`config.mk`:
```
export PLATFORM = sky130hd
export DESIGN_NAME = ysyx_24090003_wbu_pipe
export DESIGN_NICKNAME = d
export VERILOG_FILES = /design/src/rtl/ysyx_24090003_wbu_pipe_pkg.sv /design/src/rtl/ysyx_24090003_regfile_param.sv /design/src/rtl/ysyx_24090003_wbu_pipe.sv
export SDC_FILE = /design/constraint.sdc
export NUM_CORES = 2
export LEC_CHECK = 0
export CAP_MARGIN = 5
export CORE_MARGIN = 2
export CORE_UTILIZATION = 55
export DETAILED_ROUTE_END_ITERATION = 16
export PLACE_DENSITY = 0.78
export SYNTH_ARGS = -nofsm -noshare
export SYNTH_HDL_FRONTEND = slang
export SYNTH_SLANG_ARGS = --single-unit
```
`constraint.sdc`:
```
create_clock -name i_clk -period 4.26 [get_ports i_clk]
set_input_delay 0.852 -clock i_clk [delete_from_list [all_inputs] [get_ports i_clk]]
set_output_delay 0.852 -clock i_clk [all_outputs]
set_load 0.01 [all_outputs]
```
`src/rtl/ysyx_24090003_wbu_pipe_pkg.sv`:
```
// ysyx_24090003_wbu_pipe_pkg: writeback-source and load-size encodings shared by the WBU.
// Revision: 1.0
`default_nettype none

package ysyx_24090003_wbu_pipe_pkg;

  localparam logic [1:0] WB_SEL_ALU = 2'd0;
  localparam logic [1:0] WB_SEL_MEM = 2'd1;
  localparam logic [1:0] WB_SEL_PC4 = 2'd2;
  localparam logic [1:0] WB_SEL_CSR = 2'd3;

  localparam logic [1:0] LD_SIZE_B  = 2'd0;
  localparam logic [1:0] LD_SIZE_H  = 2'd1;
  localparam logic [1:0] LD_SIZE_W  = 2'd2;

endpackage

`default_nettype wire

```
`src/rtl/ysyx_24090003_regfile_param.sv`:
```
// ysyx_24090003_regfile_param: 2R/1W register file, hardwired x0, write-through bypass.
// Revision: 1.0
`default_nettype none

module ysyx_24090003_regfile_param #(
  parameter  int XLEN    = 32,
  parameter  int NR_REGS = 32,
  localparam int AW      = $clog2(NR_REGS)
) (
  input  logic            i_clk,
  input  logic            i_rst_n,
  input  logic            i_we,
  input  logic [AW-1:0]   i_waddr,
  input  logic [XLEN-1:0] i_wdata,
  input  logic [AW-1:0]   i_raddr1,
  input  logic [AW-1:0]   i_raddr2,
  output logic [XLEN-1:0] o_rdata1,
  output logic [XLEN-1:0] o_rdata2
);

  logic [XLEN-1:0] regs_q [NR_REGS];
  logic            w_we_eff;

  assign w_we_eff = i_we && (i_waddr != '0);

  always_ff @(posedge i_clk) begin
    if (!i_rst_n) begin
      for (int i = 0; i < NR_REGS; i++) begin
        regs_q[i] <= '0;
      end
    end else if (w_we_eff) begin
      regs_q[i_waddr] <= i_wdata;
    end
  end

  // A read of the address being written this cycle sees the new value.
  function automatic logic [XLEN-1:0] rd_port(input logic [AW-1:0] addr);
    if (addr == '0)
      return '0;
    else if (w_we_eff && (addr == i_waddr))
      return i_wdata;
    else
      return regs_q[addr];
  endfunction

  always_comb begin
    o_rdata1 = rd_port(i_raddr1);
    o_rdata2 = rd_port(i_raddr2);
  end

endmodule

`default_nettype wire

```
`src/rtl/ysyx_24090003_wbu_pipe.sv`:
```
// ysyx_24090003_wbu_pipe: one-entry writeback stage with load formatting, forwarding and regfile.
// Revision: 1.0
`default_nettype none

module ysyx_24090003_wbu_pipe
  import ysyx_24090003_wbu_pipe_pkg::*;
#(
  parameter  int XLEN    = 32,
  parameter  int NR_REGS = 32,
  localparam int AW      = $clog2(NR_REGS)
) (
  input  logic            i_clk,
  input  logic            i_rst_n,
  input  logic            i_valid,
  output logic            o_ready,
  input  logic [XLEN-1:0] i_pc,
  input  logic [XLEN-1:0] i_next_pc,
  input  logic [AW-1:0]   i_rd_addr,
  input  logic            i_reg_wen,
  input  logic [1:0]      i_wb_sel,
  input  logic [XLEN-1:0] i_alu_result,
  input  logic [XLEN-1:0] i_mem_rdata,
  input  logic [XLEN-1:0] i_csr_rdata,
  input  logic [1:0]      i_ld_size,
  input  logic            i_ld_unsigned,
  input  logic [1:0]      i_addr_lo,
  input  logic [AW-1:0]   i_rs1_addr,
  input  logic [AW-1:0]   i_rs2_addr,
  output logic [XLEN-1:0] o_rs1_data,
  output logic [XLEN-1:0] o_rs2_data,
  output logic            o_fwd_valid,
  output logic [AW-1:0]   o_fwd_addr,
  output logic [XLEN-1:0] o_fwd_data,
  output logic            o_commit_valid,
  input  logic            i_commit_ready,
  output logic [XLEN-1:0] o_commit_pc,
  output logic [XLEN-1:0] o_commit_next_pc,
  output logic [XLEN-1:0] o_rd_wdata
);

  logic            full_q,    full_d;
  logic [XLEN-1:0] pc_q,      pc_d;
  logic [XLEN-1:0] npc_q,     npc_d;
  logic [XLEN-1:0] data_q,    data_d;
  logic [AW-1:0]   rd_q,      rd_d;
  logic            wen_q,     wen_d;

  logic            w_accept;
  logic            w_commit;
  logic [XLEN-1:0] w_fmt;

  // Halfword at offset 3 would straddle the word; it is pinned to offset 2.
  function automatic logic [XLEN-1:0] fmt_load(
    input logic [XLEN-1:0] mem,
    input logic [1:0]      size,
    input logic            uns,
    input logic [1:0]      lo
  );
    logic [1:0]      off;
    logic [XLEN-1:0] sh;
    off = ((size == LD_SIZE_H) && (lo == 2'd3)) ? 2'd2 : lo;
    sh  = mem >> {off, 3'b000};
    case (size)
      LD_SIZE_B: return uns ? {{(XLEN-8){1'b0}}, sh[7:0]}
                            : {{(XLEN-8){sh[7]}}, sh[7:0]};
      LD_SIZE_H: return uns ? {{(XLEN-16){1'b0}}, sh[15:0]}
                            : {{(XLEN-16){sh[15]}}, sh[15:0]};
      default:   return mem;
    endcase
  endfunction

  always_comb begin
    w_fmt = i_alu_result;
    case (i_wb_sel)
      WB_SEL_ALU: w_fmt = i_alu_result;
      WB_SEL_MEM: w_fmt = fmt_load(i_mem_rdata, i_ld_size, i_ld_unsigned, i_addr_lo);
      WB_SEL_PC4: w_fmt = i_pc + XLEN'(4);
      WB_SEL_CSR: w_fmt = i_csr_rdata;
      default:    w_fmt = i_alu_result;
    endcase
  end

  assign o_commit_valid = full_q;
  assign w_commit       = full_q && i_commit_ready;
  assign o_ready        = !full_q || i_commit_ready;
  assign w_accept       = i_valid && o_ready;

  always_comb begin
    full_d = full_q;
    pc_d   = pc_q;
    npc_d  = npc_q;
    data_d = data_q;
    rd_d   = rd_q;
    wen_d  = wen_q;
    if (w_accept) begin
      full_d = 1'b1;
      pc_d   = i_pc;
      npc_d  = i_next_pc;
      data_d = w_fmt;
      rd_d   = i_rd_addr;
      wen_d  = i_reg_wen;
    end else if (w_commit) begin
      full_d = 1'b0;
    end
  end

  always_ff @(posedge i_clk) begin
    if (!i_rst_n) begin
      full_q <= 1'b0;
      pc_q   <= '0;
      npc_q  <= '0;
      data_q <= '0;
      rd_q   <= '0;
      wen_q  <= 1'b0;
    end else begin
      full_q <= full_d;
      pc_q   <= pc_d;
      npc_q  <= npc_d;
      data_q <= data_d;
      rd_q   <= rd_d;
      wen_q  <= wen_d;
    end
  end

  assign o_commit_pc      = pc_q;
  assign o_commit_next_pc = npc_q;
  assign o_rd_wdata       = data_q;
  assign o_fwd_valid      = full_q && wen_q && (rd_q != '0);
  assign o_fwd_addr       = rd_q;
  assign o_fwd_data       = data_q;

  ysyx_24090003_regfile_param #(
    .XLEN    (XLEN),
    .NR_REGS (NR_REGS)
  ) u_regfile (
    .i_clk    (i_clk),
    .i_rst_n  (i_rst_n),
    .i_we     (w_commit && wen_q),
    .i_waddr  (rd_q),
    .i_wdata  (data_q),
    .i_raddr1 (i_rs1_addr),
    .i_raddr2 (i_rs2_addr),
    .o_rdata1 (o_rs1_data),
    .o_rdata2 (o_rs2_data)
  );

endmodule

`default_nettype wire

```
==> metrics.md <==
| Metric | Value |
|---|---|
| Fillers | `7562` |
| Failing checks | `negative setup slack` |
| Final Setup Violations | `9` |
| Clock Pin Slew Worst Setup and Hold Paths | `0.06 ns` |
| Critical Path Sink Type | `primary output` |
| Top post-synthesis cells by area | `edfxtp_1 50%, mux4_2 16%, and2_1 8.6%` |
| Worst EP arrival | `3.48 ns` |
| Hold WC Path Type | `reg -> reg` |
| Worst-Skew Late Latency | `0.75 ns` |
| Via-to-Cell Ratio | `7.00` |
| Fin util | `67.9%` |
| First-pass DRT Iterations | `9` |
| Synth async-reset ratio | `0%` |
| Total power | `0.0279 W` |
| GR peak layer | `met2` |
| Final worst-path cycle share | `102%` |
| Synth top area share | `50.2%` |
| CTS tree | `done` |
| Syn_area_per_cell | `13.2 µm²` |
| Measured slew at the worst slew-check pin | `1.28 ns` |
| Synth unique cells | `76` |
| RSZ-0062 raised after global routing | `true` |
| Initial antenna violation count | `13` |
| Largest area contributor in the netlist | `edfxtp_1` |
| Yosys warning count | `0` |
| Peak supply drop | `0.000318 V` |
| Final clock skew | `0.0412 ns` |
| Root Buffer | `clkbuf_16` |
| Antenna viol nets, final | `0` |
| Hpwl dp | `157000 µm` |
| P&R area growth vs syn | `22.6%` |
| Post-synthesis register bit count | `1127` |
| GRT Overall Usage | `41.3%` |
| Clock power frac | `38.2%` |
| Power density cells | `371 nW/µm²` |
| Final Worst Setup Slack | `-0.0726 ns` |
| Combinational share of power | `15.7%` |
| CTS sink cnt | `1127` |
| Final wirelength | `239000 µm` |
| Sw Share | `26.8%` |
| CP max FO | `13` |
| Cells after Synth | `4646` |
| Max-Cap Viols | `0` |
| Initial Utilization | `55.4%` |
| GP Congestion | `0.982` |
| Power Internal | `0.0204 W` |
| Pin count of the biggest net entering global routing | `69` |
| Die X | `338 µm` |
| Num CTS Buffers | `117` |
| Hold Vio Cnt, Final | `0` |
| Met1 usage | `49.5%` |
| Total grt overflow | `0` |
| Vias in the first global route | `47200` |
| Global-route wire length before repair | `331000 µm` |
| Global Route met2 Usage | `61.4%` |
| Port bufs | `386` |
| Wire per inst | `35.1 µm` |
| CP startpoint kind | `input pin` |
| Top FF cell, synth | `edfxtp_1` |
| Full die area | `114000 µm²` |
| Met3 Use GR | `16.1%` |
| Row count | `122` |
| Status | `finished, violations left` |
| Hold Buf Count CTS | `0` |
| Leakage power | `27.7 nW` |
| Kind of critical path | `in -> out` |
| Post-synthesis sequential area ratio | `53.5%` |
| DRC | `0` |
| Core area | `111000 µm²` |
| CTS H-tree lvls | `3` |
| CTS Buffer Depth | `3` |
| EDFF count, synth | `1024` |
| Boundary Pins | `387` |
| Fin. max-slew vios | `0` |
| Final net count | `5392` |
| Worst slack at placement | `-0.395 ns` |
| Share of cells above drive strength 1 | `25.6%` |
| Total number of vias | `47700` |
| Die span in y | `338 µm` |
| Required @ worst endpoint | `3.41 ns` |
| Part of the power in registers | `46.1%` |
| Fmax | `231 MHz` |
| Slew headroom | `14.8%` |
| Synthesized area | `61300 µm²` |
| Violation count after the first detailed-routing iteration | `7817` |
| Sw power | `0.00747 W` |
| Post-route minimum period | `4.33 ns` |
state kept, by name, indices dropped and copies added, names as in the netlist:
register	cells
o_commit_next_pc	32
o_commit_pc	32
o_commit_valid	1
o_fwd_addr	5
o_fwd_data	32
u_regfile.regs_q	1024
wen_q	1
Yosys cell counts, types with 6 or more instances:
cell,instances
mux2i_1,246
o211ai_1,20
a31oi_1,12
buf_4,65
mux2_2,31
mux4_2,441
xnor2_1,25
inv_1,28
nor3_1,181
o21ai_1,8
buf_6,13
nor2_1,135
nand4_1,9
a211o_1,6
o22ai_1,56
a221o_1,28
nor2b_1,46
xor2_1,12
and2_1,844
dfxtp_1,103
nand3_1,29
o21ai_0,143
o221ai_1,25
buf_1,35
a211oi_1,32
clkbuf_1,336
a32oi_1,12
and3_1,12
edfxtp_1,1024
a21oi_1,192
nor4_2,7
nand2_1,245
nand2b_1,19
a22o_1,13
buf_2,60
a2111oi_0,7
a221oi_1,51
a22oi_1,28
cells by family after synthesis:
kind of cell	synth area share (%)
xor gates and xnor gates	0.529
AOI/OAI and AO/OA	6.97
muxes	20.8
DFF	53.5
and+or+nand+nor	14.1
adders and majority gates	0.0204
buffers and inverters	4.01
other	0.00612
layer usage:
metal	up-vias	wire, µm
met4	12	20000
met1	23300	75900
met2	4550	106000
met5	-	322
li1	18800	-
met3	976	37200
layout by cell type, fill, tap and decap left out, drive strengths merged, types with 135 or more instances in the layout:
cell type / netlist / routed
clkbuf: 338 / 144
nor3: 181 / 181
and2: 845 / 845
nor2: 135 / 135
mux2i: 246 / 246
a21oi: 192 / 192
clkdlybuf4s50: 0 / 360
nand2: 245 / 245
o21ai: 151 / 151
mux4: 442 / 442
buf: 173 / 533
edfxtp: 1024 / 1024
what timing repair did:
action,in CTS,in global routing
gates cloned,3,7
gates resized for setup,55,68
setup endpoints to repair,49,55
pin swaps,3,5
setup buffers,2,20
stage by stage:
stage,cell area [µm²],hold WS [ns],cells,setup TNS [ns]
after detailed placement,70200,0.446,6541,-3.93
final,75200,0.454,6806,-0.279
after global routing,75100,0.475,6794,-0.0739
after global placement,70200,0.441,6541,-4.06
after CTS,74400,0.454,6766,0
after floorplan,61400,0.450,4677,-39.82
final cells by class:
class                           instances  area [µm²]  share of cell area (%)
Sequential cell                      1127       32800                    43.7
Multi-Input combinational cell       3008       27000                    35.9
Timing Repair Buffer                  919        9440                    12.6
Clock buffer                          136        3030                    4.03
Tap cell                             1488        1860                    2.48
Clock inverter                         84         882                    1.17
Inverter                               31         120                   0.160
Antenna cell                           13        32.5                  0.0433
worst max-delay path, stage by stage:
cell and delay, ns:
buf_16 0.15, buf_12 0.16, mux2i_1 0.15, a221o_1 0.38
o22ai_1 0.50, o21ai_0 0.18, o311a_1 0.15, nor2_1 0.22
buf_4 0.18, clkdlybuf4s50_1 0.53
worst paths after layout:
| kind | from | endpoint | slack, ns | depth (start not counted) |
|---|---|---|---|---|
| max reg2reg | o_fwd_addr[4] | u_regfile.regs_q[29][11] | 1.37 | 5 |
| max | i_rs2_addr[0] | o_rs2_data[2] | -0.07 | 10 |
| min | o_commit_next_pc[10] | o_commit_next_pc[10] | 0.45 | 2 |
| min reg2reg | o_commit_next_pc[10] | o_commit_next_pc[10] | 0.45 | 2 |
power by group through the flow:
| stage | Combinational [W] | Clock, W | Sequential (W) |
|---|---|---|---|
| global placement | 0.00406 | 0 | 0.0130 |
| detailed placement | 0.00409 | 0 | 0.0130 |
| finish | 0.00438 | 0.0106 | 0.0128 |
| global route | 0.00447 | 0.0110 | 0.0128 |
| CTS | 0.00416 | 0.0106 | 0.0128 |
| floorplan | 0.00203 | 0 | 0.0129 |
Note: power is estimated with default switching activity, not from simulation.
